### src/rtl/vga_overlay_compositor.sv
// vga_overlay_compositor: N_OBJ rectangle overlay plus grid on XVGA timing, 4-cycle pipeline; define VGA_OVERLAY_ALPHA_EN to blend the top two overlapping objects
module vga_overlay_compositor #(
  parameter int          N_OBJ        = 4,
  parameter int          OBJ_W        = 16,
  parameter int          OBJ_H        = 16,
  parameter int          H_ACTIVE     = 1024,
  parameter int          V_ACTIVE     = 768,
  parameter int          GRID_LOG2    = 6,
  parameter logic [23:0] GRID_COLOR   = 24'hFFFFFF,
  parameter logic [23:0] BLANK_COLOR  = 24'h000000,
  parameter int          ALPHA_M      = 2,
  parameter int          ALPHA_N_LOG2 = 2
) (
  input  logic        vclock,
  input  logic        reset,
  input  logic [10:0] hcount,
  input  logic [9:0]  vcount,
  input  logic        hsync,
  input  logic        vsync,
  input  logic        blank,
  input  logic        upd_valid,
  output logic        upd_ready,
  input  logic [2:0]  upd_idx,
  input  logic [11:0] upd_x,
  input  logic [11:0] upd_y,
  input  logic [23:0] upd_color,
  input  logic        upd_visible,
  output logic        commit_pulse,
  output logic        phsync,
  output logic        pvsync,
  output logic        pblank,
  output logic [23:0] pixel
);
  typedef struct packed {
    logic        visible;
    logic [11:0] x;
    logic [11:0] y;
    logic [23:0] color;
  } slot_t;
  localparam logic signed [12:0] HALF_W = 13'(OBJ_W / 2);
  localparam logic signed [12:0] HALF_H = 13'(OBJ_H / 2);
  if (N_OBJ < 1 || N_OBJ > 8 || OBJ_W % 2 != 0 || OBJ_H % 2 != 0 || ALPHA_M > (1 << ALPHA_N_LOG2)) begin : g_bad_cfg
    $error("vga_overlay_compositor: unsupported parameter set");
  end
  slot_t              shadow [N_OBJ];
  slot_t              active [N_OBJ];
  logic               vsync_q;
  logic               fall;
  logic signed [11:0] x_value;
  logic signed [11:0] y_value;
  logic [N_OBJ-1:0]   hit;
  logic               grid_hit;
  logic [23:0]        c1;
  logic [1:0]         n_hits;
  logic [3:0]         hs_d;
  logic [3:0]         vs_d;
  logic [3:0]         bl_d;
  logic [23:0]        s1_c1;
  logic [1:0]         s1_n;
  logic               s1_grid;
  logic [23:0]        s2_obj;
  logic               s2_any;
  logic               s2_grid;
  logic [23:0]        s3_color;
`ifdef VGA_OVERLAY_ALPHA_EN
  logic [23:0]        c2;
  logic [23:0]        s1_c2;
  logic [23:0]        mix;
`endif
  assign fall      = vsync_q & ~vsync;
  assign upd_ready = ~commit_pulse;
  assign phsync    = hs_d[3];
  assign pvsync    = vs_d[3];
  assign pblank    = bl_d[3];
  assign x_value   = {1'b0, hcount} - 12'(H_ACTIVE / 2);
  assign y_value   = 12'(V_ACTIVE) - {2'b0, vcount};
  assign grid_hit  = x_value[GRID_LOG2-1:0] == '0 || y_value[GRID_LOG2-1:0] == '0;
  for (genvar i = 0; i < N_OBJ; i++) begin : g_hit
    logic signed [12:0] dx;
    logic signed [12:0] dy;
    assign dx     = {x_value[11], x_value} - {active[i].x[11], active[i].x};
    assign dy     = {y_value[11], y_value} - {active[i].y[11], active[i].y};
    assign hit[i] = active[i].visible && dx > -HALF_W && dx < HALF_W && dy > -HALF_H && dy < HALF_H;
  end
  always_comb begin
    c1     = '0;
`ifdef VGA_OVERLAY_ALPHA_EN
    c2     = '0;
`endif
    n_hits = '0;
    for (int i = N_OBJ - 1; i >= 0; i--)
      if (hit[i]) begin
`ifdef VGA_OVERLAY_ALPHA_EN
        c2     = c1;
`endif
        c1     = active[i].color;
        n_hits = n_hits == 2'd2 ? 2'd2 : n_hits + 2'd1;
      end
  end
`ifdef VGA_OVERLAY_ALPHA_EN
  for (genvar k = 0; k < 3; k++) begin : g_mix
    logic [9:0] sum;
    assign sum           = s1_c1[8*k +: 8] * 10'(ALPHA_M) + s1_c2[8*k +: 8] * 10'((1 << ALPHA_N_LOG2) - ALPHA_M);
    assign mix[8*k +: 8] = 8'(sum >> ALPHA_N_LOG2);
  end
`endif
  always_ff @(posedge vclock or posedge reset)
    if (reset) begin
      vsync_q      <= 1'b1;
      commit_pulse <= 1'b0;
      hs_d         <= '1;
      vs_d         <= '1;
      bl_d         <= '1;
      s1_c1        <= '0;
`ifdef VGA_OVERLAY_ALPHA_EN
      s1_c2        <= '0;
`endif
      s1_n         <= '0;
      s1_grid      <= 1'b0;
      s2_obj       <= '0;
      s2_any       <= 1'b0;
      s2_grid      <= 1'b0;
      s3_color     <= '0;
      pixel        <= BLANK_COLOR;
      for (int i = 0; i < N_OBJ; i++) begin
        shadow[i] <= '0;
        active[i] <= '0;
      end
    end else begin
      vsync_q      <= vsync;
      commit_pulse <= fall;
      hs_d         <= {hs_d[2:0], hsync};
      vs_d         <= {vs_d[2:0], vsync};
      bl_d         <= {bl_d[2:0], blank};
      s1_c1        <= c1;
`ifdef VGA_OVERLAY_ALPHA_EN
      s1_c2        <= c2;
      s2_obj       <= s1_n == 2'd2 ? mix : s1_c1;
`else
      s2_obj       <= s1_c1;
`endif
      s1_n         <= n_hits;
      s1_grid      <= grid_hit;
      s2_any       <= s1_n != 2'd0;
      s2_grid      <= s1_grid;
      s3_color     <= s2_any ? s2_obj : s2_grid ? GRID_COLOR : BLANK_COLOR;
      pixel        <= bl_d[2] ? BLANK_COLOR : s3_color;
      for (int i = 0; i < N_OBJ; i++) begin
        if (commit_pulse)
          active[i] <= shadow[i];
        if (upd_valid && upd_ready && upd_idx == 3'(i))
          shadow[i] <= {upd_visible, upd_x, upd_y, upd_color};
      end
    end
endmodule

### config.mk
export PLATFORM = sky130hd
export DESIGN_NAME = vga_overlay_compositor
export DESIGN_NICKNAME = d
export VERILOG_FILES = /design/src/rtl/vga_overlay_compositor.sv
export SDC_FILE = /design/constraint.sdc
export NUM_CORES = 1
export LEC_CHECK = 0
export CAP_MARGIN = 25
export CELL_PAD_IN_SITES_DETAIL_PLACEMENT = 1
export CELL_PAD_IN_SITES_GLOBAL_PLACEMENT = 1
export CORE_MARGIN = 2
export CORE_UTILIZATION = 35
export CTS_CLUSTER_SIZE = 28
export DETAILED_ROUTE_END_ITERATION = 6
export GPL_TIMING_DRIVEN = 0
export HOLD_SLACK_MARGIN = 0.12
export PLACE_DENSITY_LB_ADDON = 0.05
export SYNTH_ARGS = -nofsm -noshare
export SYNTH_HDL_FRONTEND = slang
export SYNTH_SLANG_ARGS = --single-unit
### constraint.sdc
create_clock -name vclock -period 30.9 [get_ports vclock]
set_input_delay 7.725 -clock vclock [delete_from_list [all_inputs] [get_ports vclock]]
set_output_delay 7.725 -clock vclock [all_outputs]
set_load 0.02 [all_outputs]
==> summary.txt, run 1 <==
Drt drc: 0
First-pass GRT wire length: 107,000 microns
Flop pwr share: 0.413
Dominant cell type by area after synthesis: dfrtp_1
Setup TNS: 0 ps
Synthesized flop and latch total: 506
Vias in the first global route: 18,400
Post-synth ARST share: 1.00
Post-route setup slack: 17,890 ps
GRT Residual Overflow: 0
Mapped cell area: 24,300 sq um
WL/cell: 21.0 microns
Root buf cell: clkbuf_16
Placed Area: 26,700 sq um
Top-area cell type share of the netlist area: 0.508
Synth cell types: 84
Net switching power figure: 0.616 mW
Slowest-stage cell, CP: clkdlybuf4s50_1
Clk_skew: 19.3 ps
Post-layout minimum cycle time: 13,010 ps
Ports: 108
Detailed Route Iter0 Violations: 682
Antenna Violating Nets Remaining: 0
Peak VDD IR: 0.0570 mV
Setup CP Type: input port to flip-flop
CTS tree: done
Met1 usage: 0.273
Worst slack, placed: 17,150 ps
Placer Congestion: 0.831
Cells after synthesis: 2,122
Layout area overhead: 18.4%
Worst EP arrival: 13,500 ps
Met3 Use GR: 0.0268
Die Ht: 268 microns
# setup viols final: 0
Initial antenna violation count: 4
Design area: 28,800 sq um
CP Capture Type: flip-flop
Logic pwr share: 0.236
Post-synth EDFFs: 0
Final nets: 2,488
Layout cells sized above 1: 0.199
Worst path required time: 31,390 ps
CP delay by family, top: buffers and inverters
PortBufs: 107
Sequential share of the synthesized area: 0.521
GR peak layer: met2
Post-synth net total: 2,312
Critical-path cell list: clkdlybuf4s50_1, inv_1, ha_1, xnor2_1, buf_4, ha_1, o21a_1, o31a_1, o31ai_2, a21o_1, a211oi_1, or4_1, mux2i_1, o21ai_1, buf_2, buf_2, inv_1, ha_1, mux2i_1, ha_1, nor2_1, a21oi_1
Crit path launch type: input port
LEAKAGE: 12.7 nW
Max_cap viols: 0
Largest net degree at the start of global routing: 130
RSZ-0062 raised after global routing: false
Outcome: finished clean
CTS Hold Bufs: 0
Gr usage total: 0.197
Critical Path Fanout Max: 11
Core ar.: 68,700 sq um
Clock sinks: 506
Slew Viols, Final: 0
Synth warn: 0
Worst hold margin: 346 ps
Most common cell after layout, fill and taps aside: dfrtp_1
CP most frequent cell: ha_1
DR vias: 16,700
Worst-Margin Slew: 959 ps
DRT Pass-1 Iters: 4
Pint: 1.46 mW
GR Layer Usage met2: 0.323
Resized Gates After CTS: 0
Hpwl dp: 50,200 microns
Initial Utilization: 0.354
Ys flop type: dfrtp_1
Top post-synthesis cells by area: dfrtp_1, mux2_2, ha_1
Die width: 268 microns
TritonCTS Buffers: 58
WP buf/inv: 6
Postcts setup bufs: 0
Net Sw Frac: 0.297
H-Tree Depth: 2
Max incr delay on CP: 550 ps
Final Hold Fails: 0
Worst relative slew slack: 0.361
Clock Tree Buf Depth: 3
Hold Crit Class: flip-flop to flip-flop
Die ar.: 71,600 sq um
Final wirelength: 68,700 microns
CTS clk-pin slew, worst paths: 60 ps
Period utilisation layout: 0.421
Most frequent cells in the layout: dfrtp_1, mux2_2, nand2_1
Synthesized area per cell: 11.5 sq um
PwrDens: 72.0 nW/um^2
Clock insertion delay at the later pin of the skew report: 630 ps
Std-Cell Rows: 96
Avg Vias per Cell: 5.11
Fillcell total: 7,426
Clock power frac: 0.351
Fmax: 76.9 MHz
==> cell usage after synthesis, types with 9 or more instances <==
cell         n
mux2_2     306
dfrtp_1    494
mux2i_1     30
or3_1       35
xor2_1      26
nand2_1    195
a2111oi_0    9
a21o_1      14
nor2_1      52
o21ai_0    168
nor2b_1     44
o2111ai_1   10
o211ai_1    34
xnor2_1     28
nand4_1     13
a21oi_1     51
dfstp_2     12
ha_1       103
nor3_1      27
nand3_1     19
nor3b_1     10
nor4_1      12
o21a_1      46
nand2b_1    18
a211oi_1     9
inv_1      153
clkbuf_1    57
buf_1       14
==> metrics by stage <==
stage	total power, mW	instances	utilization
5_1_grt	2.20	3276	0.419
3_3_place_gp	1.34	3160	0.387
4_1_cts	2.11	3275	0.419
3_5_place_dp	1.36	3168	0.389
6_report	2.08	3278	0.419
2_1_floorplan	1.22	2122	-
==> worst paths after layout <==
check                           depth (start not counted)         end       start  slack (ps)
worst max-delay path                                   22     s1_n[1]   vcount[0]       17890
worst min-delay path                                    0  s2_obj[17]   s1_c1[17]         350
worst max register to register                         19     s1_n[1]  active[73]       26170
worst min register to register                          0  s2_obj[17]   s1_c1[17]         350
max in group asynchronous                               4   s2_obj[7]       reset       21890
min in group asynchronous                               2  shadow[20]       reset        7550
==> metal layers <==
layer / vias to the layer above / wire, microns
met1: 8652 / 32800
li1: 7819 / -
met2: 189 / 32200
met4: 0 / 1580
met3: 84 / 2080
met5: - / 0
==> area by class of cell <==
cell class	instances	area [sq um]	area share
well taps	931	1160	0.0404
multi-input cells	1379	10700	0.372
flip-flops and latches	506	12700	0.440
plain buffers	84	357	0.0124
repair buffers	116	1250	0.0434
clock buffers	82	1690	0.0588
diodes	2	5.00	0.000174
clock inverters	25	364	0.0126
inverters	153	582	0.0202
==> logic make-up after synthesis <==
group | share of synthesized area
buf+inv | 0.0383
xor+xnor | 0.0194
fa+ha+maj | 0.0596
compound gates | 0.111
mux | 0.155
flops | 0.521
simple gates | 0.0960
==> power groups by stage <==
stage	registers (mW)	logic (mW)	clock network (mW)
2_1_floorplan	0.847	0.371	0
3_3_place_gp	0.867	0.475	0
3_5_place_dp	0.870	0.493	0
5_1_grt	0.875	0.551	0.778
4_1_cts	0.859	0.497	0.752
6_report	0.857	0.490	0.728
==> worst register-to-register path: stages, from the launching register on <==
cell	delay, ps
dfrtp_1	370
ha_1	190
inv_1	60
fa_1	420
a211oi_1	260
nor2_1	120
o31ai_1	330
a21oi_1	180
mux2i_1	150
or4_1	480
mux2i_1	390
o21ai_1	230
buf_2	270
buf_2	270
inv_1	100
ha_1	240
mux2i_1	160
ha_1	250
nor2_1	100
a21oi_1	50
==> flip-flops by register name, summed over array words and instances (netlist names) <==
register and cells:
active 196, bl_d 4, commit_pulse 1, hs_d 4
pixel 24, s1_c1 24, s1_grid 1, s1_n 2
s2_any 1, s2_grid 1, s2_obj 24, s3_color 24
shadow 196, vs_d 4
Power figures use the tool's default switching activity.
==> inputs of run 2 (changes only) <==
Clock period 30.9 ns to 10.6 ns, I/O delays scaled along.
==> run 2 against run 1 <==
  * Clock power rose to 2.9 times the previous value
  * Worst setup slack lost 15000 ps
  * Cell count increased by 0.27%
  * First-iteration DRC count fell by 17%
  * Critical path type unchanged
  * Clock-buffer cell count down 3
  * Hold slack barely moved
  * Largest power group unchanged
  * Via count grew 0.14%
  * Sequential share of layout area is 0.20 points lower
  * Critical path depth did not move
==> summary.txt, run 2 (same netlist as run 1, synthesis figures left out) <==
Outcome: finished clean
DRT Pass-1 Iters: 6
Worst relative slew slack: 0.261
Met1 usage: 0.270
Layout area overhead: 19.0%
Initial antenna violation count: 4
Slew Viols, Final: 0
CTS clk-pin slew, worst paths: 60 ps
Avg Vias per Cell: 5.10
# setup viols final: 0
H-Tree Depth: 2
Die width: 268 microns
Worst EP arrival: 8680 ps
Final wirelength: 69,000 microns
Post-layout minimum cycle time: 8170 ps
Pint: 4.23 mW
CP startpoint: vcount[0]
Total power: 6.02 mW
Critical Path Fanout Max: 11
R2R Setup Slk: 5860 ps
Final nets: 2,498
HP Start: s1_c1[13]
PwrDens: 208 nW/um^2
Die ar.: 71,600 sq um
Hold Crit Class: flip-flop to flip-flop
R2R cell count: 18
First-pass GRT wire length: 108,000 microns
Max_cap viols: 0
CTS tree: done
TritonCTS Buffers: 57
Layout Cells excl Fill: 3,287
Logic pwr share: 0.238
Net switching power figure: 1.79 mW
Most common cell after layout, fill and taps aside: dfrtp_1
Clock insertion delay at the later pin of the skew report: 640 ps
Die Ht: 268 microns
Initial Utilization: 0.354
GR Layer Usage met2: 0.334
Period utilisation layout: 0.770
Met3 Use GR: 0.0258
Final Hold Fails: 0
Clock Tree Buf Depth: 3
Postcts setup bufs: 0
Hpwl dp: 51,200 microns
Vias in the first global route: 18,400
Clock power frac: 0.348
CTS Hold Bufs: 0
Clock sinks: 506
WL/cell: 21.0 microns
Layout cells sized above 1: 0.202
Core ar.: 68,700 sq um
DR vias: 16,800
Most frequent cells in the layout: dfrtp_1, mux2_2, nand2_1
Hold Path Depth: 0
Ports: 108
Std-Cell Rows: 96
Gr usage total: 0.199
Antenna Violating Nets Remaining: 0
Reg-to-reg startpoint: active[36]
Setup CP Type: input port to flip-flop
Peak VDD IR: 0.140 mV
Worst path required time: 11,110 ps
GR peak layer: met2
CP Capture Type: flip-flop
Net Sw Frac: 0.297
Drt drc: 0
GRT Residual Overflow: 0
Detailed Route Iter0 Violations: 568
LEAKAGE: 12.7 nW
Root buf cell: clkbuf_16
Clk_skew: 23.7 ps
Placer Congestion: 0.836
Flop pwr share: 0.414
PortBufs: 107
RSZ-0062 raised after global routing: false
Resized Gates After CTS: 0
Fmax: 122 MHz
Placed insts: 3,180
Setup TNS: 0 ps
Worst-Margin Slew: 1100 ps
Largest net degree at the start of global routing: 43
Biggest regs: active x196, shadow x196
Crit path launch type: input port
-- run 2: cell types whose count changed in the layout (fill, tap and decap cells not counted) --
cell        before  now
inv_8            1    0
clkbuf_8        13   11
clkinvlp_4       1    5
buf_16           5    1
diode_2          2    1
buf_4            2    3
clkbuf_16       59   58
inv_6            1    0
buf_12           0   14
-- run 2: cell type report --
cell class / instances / area [sq um]
diodes: 1 / 2.50
plain buffers: 84 / 357
clock buffers: 79 / 1640
clock inverters: 27 / 378
fillers: 7432 / 39800
inverters: 153 / 578
multi-input cells: 1379 / 10700
flip-flops and latches: 506 / 12700
well taps: 931 / 1160
repair buffers: 127 / 1430
-- run 2: power by group through the flow --
stage / clock network (mW) / logic (mW) / registers [mW]
3_3_place_gp: 0 / 1.38 / 2.52
3_5_place_dp: 0 / 1.44 / 2.53
5_1_grt: 2.24 / 1.62 / 2.54
6_report: 2.09 / 1.43 / 2.49
2_1_floorplan: 0 / 1.08 / 2.47
4_1_cts: 2.16 / 1.45 / 2.50
-- run 2: metal layers --
metal,share of wire,routed length [microns]
met4,0.023,1570
met1,0.46,31800
met5,0,0
met2,0.48,33300
met3,0.033,2310
-- run 2: metrics by stage --
| step | utilization | cell area [sq um] | hold slack (ps) | worst slack, ps |
|---|---|---|---|---|
| 6_report | 0.421 | 28900 | 346 | 2430 |
| 4_1_cts | 0.421 | 28900 | 347 | 2410 |
| 3_5_place_dp | 0.392 | 26900 | 336 | 1740 |
| 3_3_place_gp | 0.387 | 26600 | 335 | -2360 |
| 5_1_grt | 0.421 | 28900 | 355 | 1970 |
| 2_1_floorplan | - | 24300 | 331 | 1090 |
-- run 2: path summary, 6_finish.rpt --
path                         endpoint
min reg2reg                s2_obj[13]
max reg2reg                   s1_n[0]
max in group asynchronous   s2_obj[4]
min in group asynchronous  shadow[69]
max                           s1_n[1]
min                        s2_obj[13]
-- run 2: critical path, cell delays in order --
cell,delay (ps)
clkdlybuf4s50_1,460
inv_1,430
ha_1,340
nand2_1,90
xor2_1,860
ha_1,440
o21ai_0,100
nor2_1,90
o31ai_1,280
a21oi_1,180
mux2i_1,150
or4_1,480
mux2i_1,470
o21ai_1,220
buf_2,270
buf_2,270
inv_1,100
ha_1,240
mux2i_1,140
ha_1,250
nor2_1,100
a21oi_1,50
==> inputs of run 3 (changes only) <==
Clock period 10.6 ns to 8 ns, I/O delays scaled along.
==> results of run 3 <==
Same layout as run 2 (identical final DEF). Status: finished clean.
Among the figures that moved: setup slack after placement 1740 ps -> -207 ps; setup slack after layout 2430 ps -> 484 ps; register-to-register setup slack 5860 ps -> 3260 ps; total power 6.02 mW -> 7.97 mW; worst IR drop on VDD 0.140 mV -> 0.186 mV
